$ cat src/rtl/dual_grant_dispatcher_if.sv
// Handshake/grant bundle between the dual-priority encoder, the dispatcher
// and the two service-channel consumers.
interface dual_grant_dispatcher_if #(
  parameter int N_REQ   = 15,
  parameter int IDX_W   = 4,
  parameter int COUNT_W = 16
);
  logic               in_valid;
  logic               in_ready;
  logic [IDX_W-1:0]   in_first;
  logic [IDX_W-1:0]   in_second;
  logic [N_REQ-1:0]   gnt_a;
  logic               gnt_a_valid;
  logic               gnt_a_ack;
  logic [N_REQ-1:0]   gnt_b;
  logic               gnt_b_valid;
  logic               gnt_b_ack;
  logic               to_a;
  logic               to_b;
  logic               busy;
  logic [COUNT_W-1:0] grant_count;

  // Dispatcher side
  modport slave (
    input  in_valid, in_first, in_second, gnt_a_ack, gnt_b_ack,
    output in_ready, gnt_a, gnt_a_valid, gnt_b, gnt_b_valid,
           to_a, to_b, busy, grant_count
  );

  // Producer/consumer side
  modport master (
    output in_valid, in_first, in_second, gnt_a_ack, gnt_b_ack,
    input  in_ready, gnt_a, gnt_a_valid, gnt_b, gnt_b_valid,
           to_a, to_b, busy, grant_count
  );
endinterface

$ cat src/rtl/dual_grant_dispatcher.sv
// Dual grant dispatcher: captures a (first, second) priority index pair and
// drives two independent one-hot grant channels, each held until ack or
// timeout. A new pair is accepted only once both channels have retired.

// One grant channel: holds a one-hot grant, retires on ack or timeout.
module dgd_channel #(
  parameter int N_REQ   = 15,
  parameter int IDX_W   = 4,
  parameter int TIMEOUT = 15
) (
  input  logic             clk,
  input  logic             rst_n,
  input  logic             load_i,
  input  logic [IDX_W-1:0] idx_i,
  input  logic             ack_i,
  output logic [N_REQ-1:0] gnt_o,
  output logic             vld_o,
  output logic             vld_d_o,
  output logic             to_o,
  output logic             ack_ret_o
);
  localparam int TO_W = (TIMEOUT > 1) ? $clog2(TIMEOUT) : 1;
  localparam logic [TO_W-1:0] TO_LAST = TO_W'((TIMEOUT > 0) ? TIMEOUT - 1 : 0);

  logic [N_REQ-1:0] gnt_q, gnt_d;
  logic             vld_q, vld_d;
  logic             to_q, to_d;
  logic [TO_W-1:0]  cnt_q, cnt_d;

  // Load / hold / retire decision; ack takes priority over expiry.
  always_comb begin
    gnt_d     = gnt_q;
    vld_d     = vld_q;
    cnt_d     = cnt_q;
    to_d      = 1'b0;
    ack_ret_o = 1'b0;
    if (load_i) begin
      gnt_d = N_REQ'(1) << (idx_i - IDX_W'(1));
      vld_d = 1'b1;
      cnt_d = '0;
    end else if (vld_q) begin
      if (ack_i) begin
        ack_ret_o = 1'b1;
        vld_d     = 1'b0;
        gnt_d     = '0;
        cnt_d     = '0;
      end else if (TIMEOUT != 0 && cnt_q == TO_LAST) begin
        to_d  = 1'b1;
        vld_d = 1'b0;
        gnt_d = '0;
        cnt_d = '0;
      end else if (TIMEOUT != 0) begin
        cnt_d = cnt_q + TO_W'(1);
      end
    end
  end

  // Channel state registers.
  always_ff @(posedge clk or negedge rst_n) begin
    if (!rst_n) begin
      gnt_q <= '0;
      vld_q <= 1'b0;
      to_q  <= 1'b0;
      cnt_q <= '0;
    end else begin
      gnt_q <= gnt_d;
      vld_q <= vld_d;
      to_q  <= to_d;
      cnt_q <= cnt_d;
    end
  end

  assign gnt_o   = gnt_q;
  assign vld_o   = vld_q;
  assign vld_d_o = vld_d;
  assign to_o    = to_q;
endmodule

module dual_grant_dispatcher #(
  parameter int N_REQ   = 15,
  parameter int IDX_W   = 4,
  parameter int TIMEOUT = 15,
  parameter int COUNT_W = 16
) (
  input  logic               clk,
  input  logic               rst_n,
  dual_grant_dispatcher_if.slave bus
);
  typedef enum logic {IDLE = 1'b0, GRANT = 1'b1} state_e;

  state_e state_q, state_d;

  logic [1:0][IDX_W-1:0] idx;
  logic [1:0][N_REQ-1:0] gnt;
  logic [1:0]            load, ack, vld, vld_d, to, ack_ret;
  logic                  en_a, en_b, accept;
  logic [COUNT_W-1:0]    cnt_q, cnt_d;
  logic [COUNT_W:0]      sum;

  // B is only meaningful when it ranks strictly below A; anything else is
  // treated as "no second requester".
  assign en_a   = (bus.in_first != '0);
  assign en_b   = (bus.in_second != '0) && (bus.in_second < bus.in_first);
  assign accept = bus.in_valid && (state_q == IDLE);

  assign idx[0]  = bus.in_first;
  assign idx[1]  = bus.in_second;
  assign ack[0]  = bus.gnt_a_ack;
  assign ack[1]  = bus.gnt_b_ack;
  assign load[0] = accept && en_a;
  assign load[1] = accept && en_b;

  for (genvar c = 0; c < 2; c++) begin : g_ch
    dgd_channel #(.N_REQ(N_REQ), .IDX_W(IDX_W), .TIMEOUT(TIMEOUT)) u_ch (
      .clk       (clk),
      .rst_n     (rst_n),
      .load_i    (load[c]),
      .idx_i     (idx[c]),
      .ack_i     (ack[c]),
      .gnt_o     (gnt[c]),
      .vld_o     (vld[c]),
      .vld_d_o   (vld_d[c]),
      .to_o      (to[c]),
      .ack_ret_o (ack_ret[c])
    );
  end

  // Next state: enter GRANT on a useful pair, leave once both channels retire.
  always_comb begin
    state_d = state_q;
    case (state_q)
      IDLE:    if (accept && (en_a || en_b)) state_d = GRANT;
      GRANT:   if (vld_d == 2'b00) state_d = IDLE;
      default: state_d = IDLE;
    endcase
  end

  // Saturating count of acknowledged grants (0, 1 or 2 per cycle).
  always_comb begin
    sum   = {1'b0, cnt_q} + {{COUNT_W{1'b0}}, ack_ret[0]} + {{COUNT_W{1'b0}}, ack_ret[1]};
    cnt_d = sum[COUNT_W] ? {COUNT_W{1'b1}} : sum[COUNT_W-1:0];
  end

  // FSM state and grant counter registers.
  always_ff @(posedge clk or negedge rst_n) begin
    if (!rst_n) begin
      state_q <= IDLE;
      cnt_q   <= '0;
    end else begin
      state_q <= state_d;
      cnt_q   <= cnt_d;
    end
  end

  assign bus.in_ready    = (state_q == IDLE);
  assign bus.busy        = (state_q == GRANT);
  assign bus.gnt_a       = gnt[0];
  assign bus.gnt_a_valid = vld[0];
  assign bus.to_a        = to[0];
  assign bus.gnt_b       = gnt[1];
  assign bus.gnt_b_valid = vld[1];
  assign bus.to_b        = to[1];
  assign bus.grant_count = cnt_q;
endmodule

$ cat src/flat_wrapper.sv
// flat-port wrapper written by rule: the top's interface ports become plain ports
module dual_grant_dispatcher_flat 
#(
  parameter int N_REQ   = 15,
  parameter int IDX_W   = 4,
  parameter int TIMEOUT = 15,
  parameter int COUNT_W = 16
)
  (clk, rst_n, bus_in_valid, bus_in_first, bus_in_second, bus_gnt_a_ack, bus_gnt_b_ack, bus_in_ready, bus_gnt_a, bus_gnt_a_valid, bus_gnt_b, bus_gnt_b_valid, bus_to_a, bus_to_b, bus_busy, bus_grant_count);
  dual_grant_dispatcher_if #(.N_REQ(N_REQ), .IDX_W(IDX_W), .COUNT_W(COUNT_W)) bus_i ();
  input  logic clk;
  input  logic rst_n;
  input wire logic [$bits(bus_i.in_valid)-1:0] bus_in_valid;
  input wire logic [$bits(bus_i.in_first)-1:0] bus_in_first;
  input wire logic [$bits(bus_i.in_second)-1:0] bus_in_second;
  input wire logic [$bits(bus_i.gnt_a_ack)-1:0] bus_gnt_a_ack;
  input wire logic [$bits(bus_i.gnt_b_ack)-1:0] bus_gnt_b_ack;
  output wire logic [$bits(bus_i.in_ready)-1:0] bus_in_ready;
  output wire logic [$bits(bus_i.gnt_a)-1:0] bus_gnt_a;
  output wire logic [$bits(bus_i.gnt_a_valid)-1:0] bus_gnt_a_valid;
  output wire logic [$bits(bus_i.gnt_b)-1:0] bus_gnt_b;
  output wire logic [$bits(bus_i.gnt_b_valid)-1:0] bus_gnt_b_valid;
  output wire logic [$bits(bus_i.to_a)-1:0] bus_to_a;
  output wire logic [$bits(bus_i.to_b)-1:0] bus_to_b;
  output wire logic [$bits(bus_i.busy)-1:0] bus_busy;
  output wire logic [$bits(bus_i.grant_count)-1:0] bus_grant_count;
  assign bus_i.in_valid = bus_in_valid;
  assign bus_i.in_first = bus_in_first;
  assign bus_i.in_second = bus_in_second;
  assign bus_i.gnt_a_ack = bus_gnt_a_ack;
  assign bus_i.gnt_b_ack = bus_gnt_b_ack;
  assign bus_in_ready = bus_i.in_ready;
  assign bus_gnt_a = bus_i.gnt_a;
  assign bus_gnt_a_valid = bus_i.gnt_a_valid;
  assign bus_gnt_b = bus_i.gnt_b;
  assign bus_gnt_b_valid = bus_i.gnt_b_valid;
  assign bus_to_a = bus_i.to_a;
  assign bus_to_b = bus_i.to_b;
  assign bus_busy = bus_i.busy;
  assign bus_grant_count = bus_i.grant_count;
  dual_grant_dispatcher #(.N_REQ(N_REQ), .IDX_W(IDX_W), .TIMEOUT(TIMEOUT), .COUNT_W(COUNT_W)) u_core (.clk(clk), .rst_n(rst_n), .bus(bus_i));
endmodule
$ cat config.mk
export PLATFORM = sky130hd
export DESIGN_NAME = dual_grant_dispatcher_flat
export DESIGN_NICKNAME = d
export VERILOG_FILES = /design/src/rtl/dual_grant_dispatcher_if.sv /design/src/rtl/dual_grant_dispatcher.sv /design/src/flat_wrapper.sv
export SDC_FILE = /design/constraint.sdc
export NUM_CORES = 1
export LEC_CHECK = 0
export BUFFER_PORTS_ARGS = -buffer_cell sky130_fd_sc_hd__buf_2
export CAP_MARGIN = 25
export CORE_MARGIN = 4
export CORE_UTILIZATION = 54
export DETAILED_ROUTE_END_ITERATION = 8
export GPL_ROUTABILITY_DRIVEN = 0
export PLACE_DENSITY = 0.8
export SLEW_MARGIN = 10
export SYNTH_ARGS = -nofsm -noshare
export SYNTH_HDL_FRONTEND = slang
export SYNTH_SLANG_ARGS = --single-unit
$ cat constraint.sdc
create_clock -name clk -period 3.4 [get_ports clk]
set_clock_uncertainty 0.05 [all_clocks]
set_input_delay 0.51 -clock clk [delete_from_list [all_inputs] [get_ports clk]]
set_output_delay 0.51 -clock clk [all_outputs]
set_load 0.005 [all_outputs]
==> results.txt <==
WP buf/inv - 2
Max-Cap Viols - 0
Asr flop ratio synth - 100%
Crit path top cell by count - ha_1
Fin crit share - 83.5%
Area contributors post-synth - dfrtp_1 (52%), nand2_1 (6.7%), mux2i_1 (5.6%)
Crit path cell chain - buf_2, inv_1, ha_1, a211oi_1, o21ai_2, and3_1, fa_1, ha_1, and4_4, nand2_1, o21ai_0
Max FO, Critical Path - 13
CTS Buf Count - 9
Cts hold-fix bufs - 0
Max Slew Vio Count - 0
Share of the synthesized area in the top cell type - 51.8%
TritonCTS clock tree - built
Combinational share of power - 23.1%
Clk_lat worst skew - 0.33 ns
Count leader, synth - dfrtp_1
Final Hold Viols - 0
Placeable Area - 5110 um^2
Maximum clock rate - 352 MHz
Synthesized area per cell - 10.5 um^2
WL/cell - 14.2 um
Critical Path AT - 2.98 ns
Boundary Pins - 65
Post-CTS sizing - 0
Antenna Cells - 0
Placement Cell Area - 3230 um^2
Register area share after synthesis - 51.8%
Synth Area in XOR/XNOR - 3.69%
Row cnt - 26
First-pass GRT wire length - 10200 um
Hold Path Class - in2async
Compound-Gate Fraction of Synth Area - 10.3%
GR Overflow Total - 0
Worst-Margin Slew - 0.669 ns
Final ANT Viol Nets - 0
Number of setup violations in the final report - 0
Largest family of logic cells by synthesized area - simple AND/OR/NAND/NOR gates
Clock root buffer - clkbuf_8
Initial antenna violation count - 0
Sw power - 628 uW
Register area - 1480 um^2
Routed vias/inst - 5.36
Mapped Area - 2850 um^2
Clock transition at path regs - 0.07 ns
Lkg Pwr - 1.86 nW
Setup TNS - 0 ns
Vias in the first global route - 2245
CP Class - in2reg
Sequential power share - 45.5%
Area leader, netlist - dfrtp_1
Die height - 80.6 um
Post-layout util - 67.2%
Placed Cells - 400
Detailed Place HPWL - 4300 um
Die W - 80.6 um
Switching Fraction - 31.5%
Filler cell count in the final layout - 424
Initial Utilization - 55.8%
Via Count - 2236
Mux cell area share after synthesis - 6.81%
Area occupied by multi-input gates - 1290 um^2
Crit. End Element - register
Residual DRC - 0
Status - finished, final reports clean
Crit-path slowest cell - fa_1
Critical path required time - 3.54 ns
Post-route cell area - 3430 um^2
Syn nets - 293
Reg2reg setup slack - 0.63 ns
Cell variety after synth - 51
Routed WL - 5920 um
Synth warn - 0
GRT Total Usage - 20.6%
Ratio of cells with drive above 1 in the final layout - 26.5%
Family with the most delay on the worst path - adder cells
EDFF count, synth - 0
Adder-Cell Fraction of Synth Area - 4.22%
Largest net degree at the start of global routing - 31
Slew HR - 55.4%
RSZ-0062 raised after global routing - no
DRT iter0 DRCs - 140
Peak supply drop - 0.377 mV
Crit path time final - 2.84 ns
Ys flop type - dfrtp_1
Clock Path Buffers - 2
Final cell count without fillers - 417
Setup bufs post-CTS - 0
Post-Synth Simple-Gate Area - 20.1%
#FFs+latches synth - 59
Clk sinks - 59
Synth Instances - 271
Clk pwr share - 31.4%
Layout Area Growth over Synthesis - 20.5%
Crit start category - primary input
CTS H-tree lvls - 3
PwrDens - 582 nW/um^2
Pint - 1.37 mW
PortBufs - 64
First drt pass iteration count - 4
Crit path largest cell delay - 0.44 ns
Die Area - 6500 um^2
Final #Nets - 364
Top cells by count, synth - dfrtp_1 (59), nand2_1 (51), mux2i_1 (16), nand3_1 (16), nor2_1 (11)
-- layer usage --
| metal | routed length, um | track usage, % | vias to the layer above | part of all wire (%) |
|---|---|---|---|---|
| met5 | 0 | 0 | - | 0 |
| met4 | 101 | 8.95 | 0 | 1.7 |
| met3 | 343 | 4.82 | 10 | 5.8 |
| met2 | 2710 | 32.9 | 66 | 46 |
| met1 | 2770 | 26.6 | 1059 | 47 |
| li1 | - | - | 1101 | - |
-- power by group through the flow --
stage | clock [mW] | combinational [mW] | sequential [mW]
3_5_place_dp | 0 | 0.465 | 0.920
6_report | 0.626 | 0.462 | 0.909
2_1_floorplan | 0 | 0.291 | 0.910
5_1_grt | 0.672 | 0.521 | 0.930
4_1_cts | 0.637 | 0.467 | 0.909
3_3_place_gp | 0 | 0.451 | 0.917
-- path summary, 6_finish.rpt --
| path | from | to | cells after the start |
|---|---|---|---|
| worst max-delay path | bus_in_first[1] | u_core.bus.grant_count[5]$_DFF_PN0_ | 11 |
| worst min-delay path | rst_n | u_core.g_ch[1].u_ch.gnt_o[9]$_DFFE_PN0P_ | 1 |
| worst max register to register | u_core.bus.busy$_DFF_PN0_ | u_core.bus.grant_count[5]$_DFF_PN0_ | 9 |
| worst min register to register | u_core.g_ch[0].u_ch.gnt_o[9]$_DFFE_PN0P_ | u_core.g_ch[0].u_ch.gnt_o[9]$_DFFE_PN0P_ | 1 |
| max in group asynchronous | rst_n | u_core.bus.grant_count[7]$_DFF_PN0_ | 2 |
| min in group clk | bus_gnt_a_ack | u_core.g_ch[0].u_ch.to_o$_DFF_PN0_ | 2 |
-- sequential cells by signal, indices dropped and copies added, names as in the netlist --
name and cells:
u_core.g_ch.u_ch.gnt_o 30, u_core.bus.grant_count 16, u_core.bus.busy 1, u_core.g_ch.u_ch.vld_o 2
u_core.g_ch.u_ch.to_o 2, u_core.g_ch.u_ch.cnt_q 8
-- through the flow --
stage | power, mW | setup slack [ns] | hold slack [ns]
5_1_grt | 2.12 | 0.372 | 0.220
4_1_cts | 2.01 | 0.545 | 0.174
3_5_place_dp | 1.39 | 0.191 | 0.418
3_3_place_gp | 1.37 | 0.286 | 0.422
2_1_floorplan | 1.20 | 0.492 | 0.164
6_report | 2.00 | 0.562 | 0.157
-- placed cells by master, fill, tap and decap left out, types with 10 or more instances in the layout --
master,instances
clkbuf_8,10
nor2_1,11
buf_2,64
nand3_1,16
nand2_1,51
mux2i_1,16
dfrtp_1,59
inv_1,10
-- final cells by class --
type	instances	area share, %
Sequential cell	59	43.0
Clock buffer	10	4.01
Clock inverter	6	1.60
Tap cell	70	2.55
Multi-Input combinational cell	194	37.5
Inverter	10	1.09
Timing Repair Buffer	68	10.2
-- logic make-up after synthesis --
logic type / Yosys count
xor+xnor: 12
compound gates: 37
simple gates: 117
flops: 59
buf+inv: 18
mux: 19
fa+ha+maj: 9
Note: power is estimated with default switching activity, not from simulation.
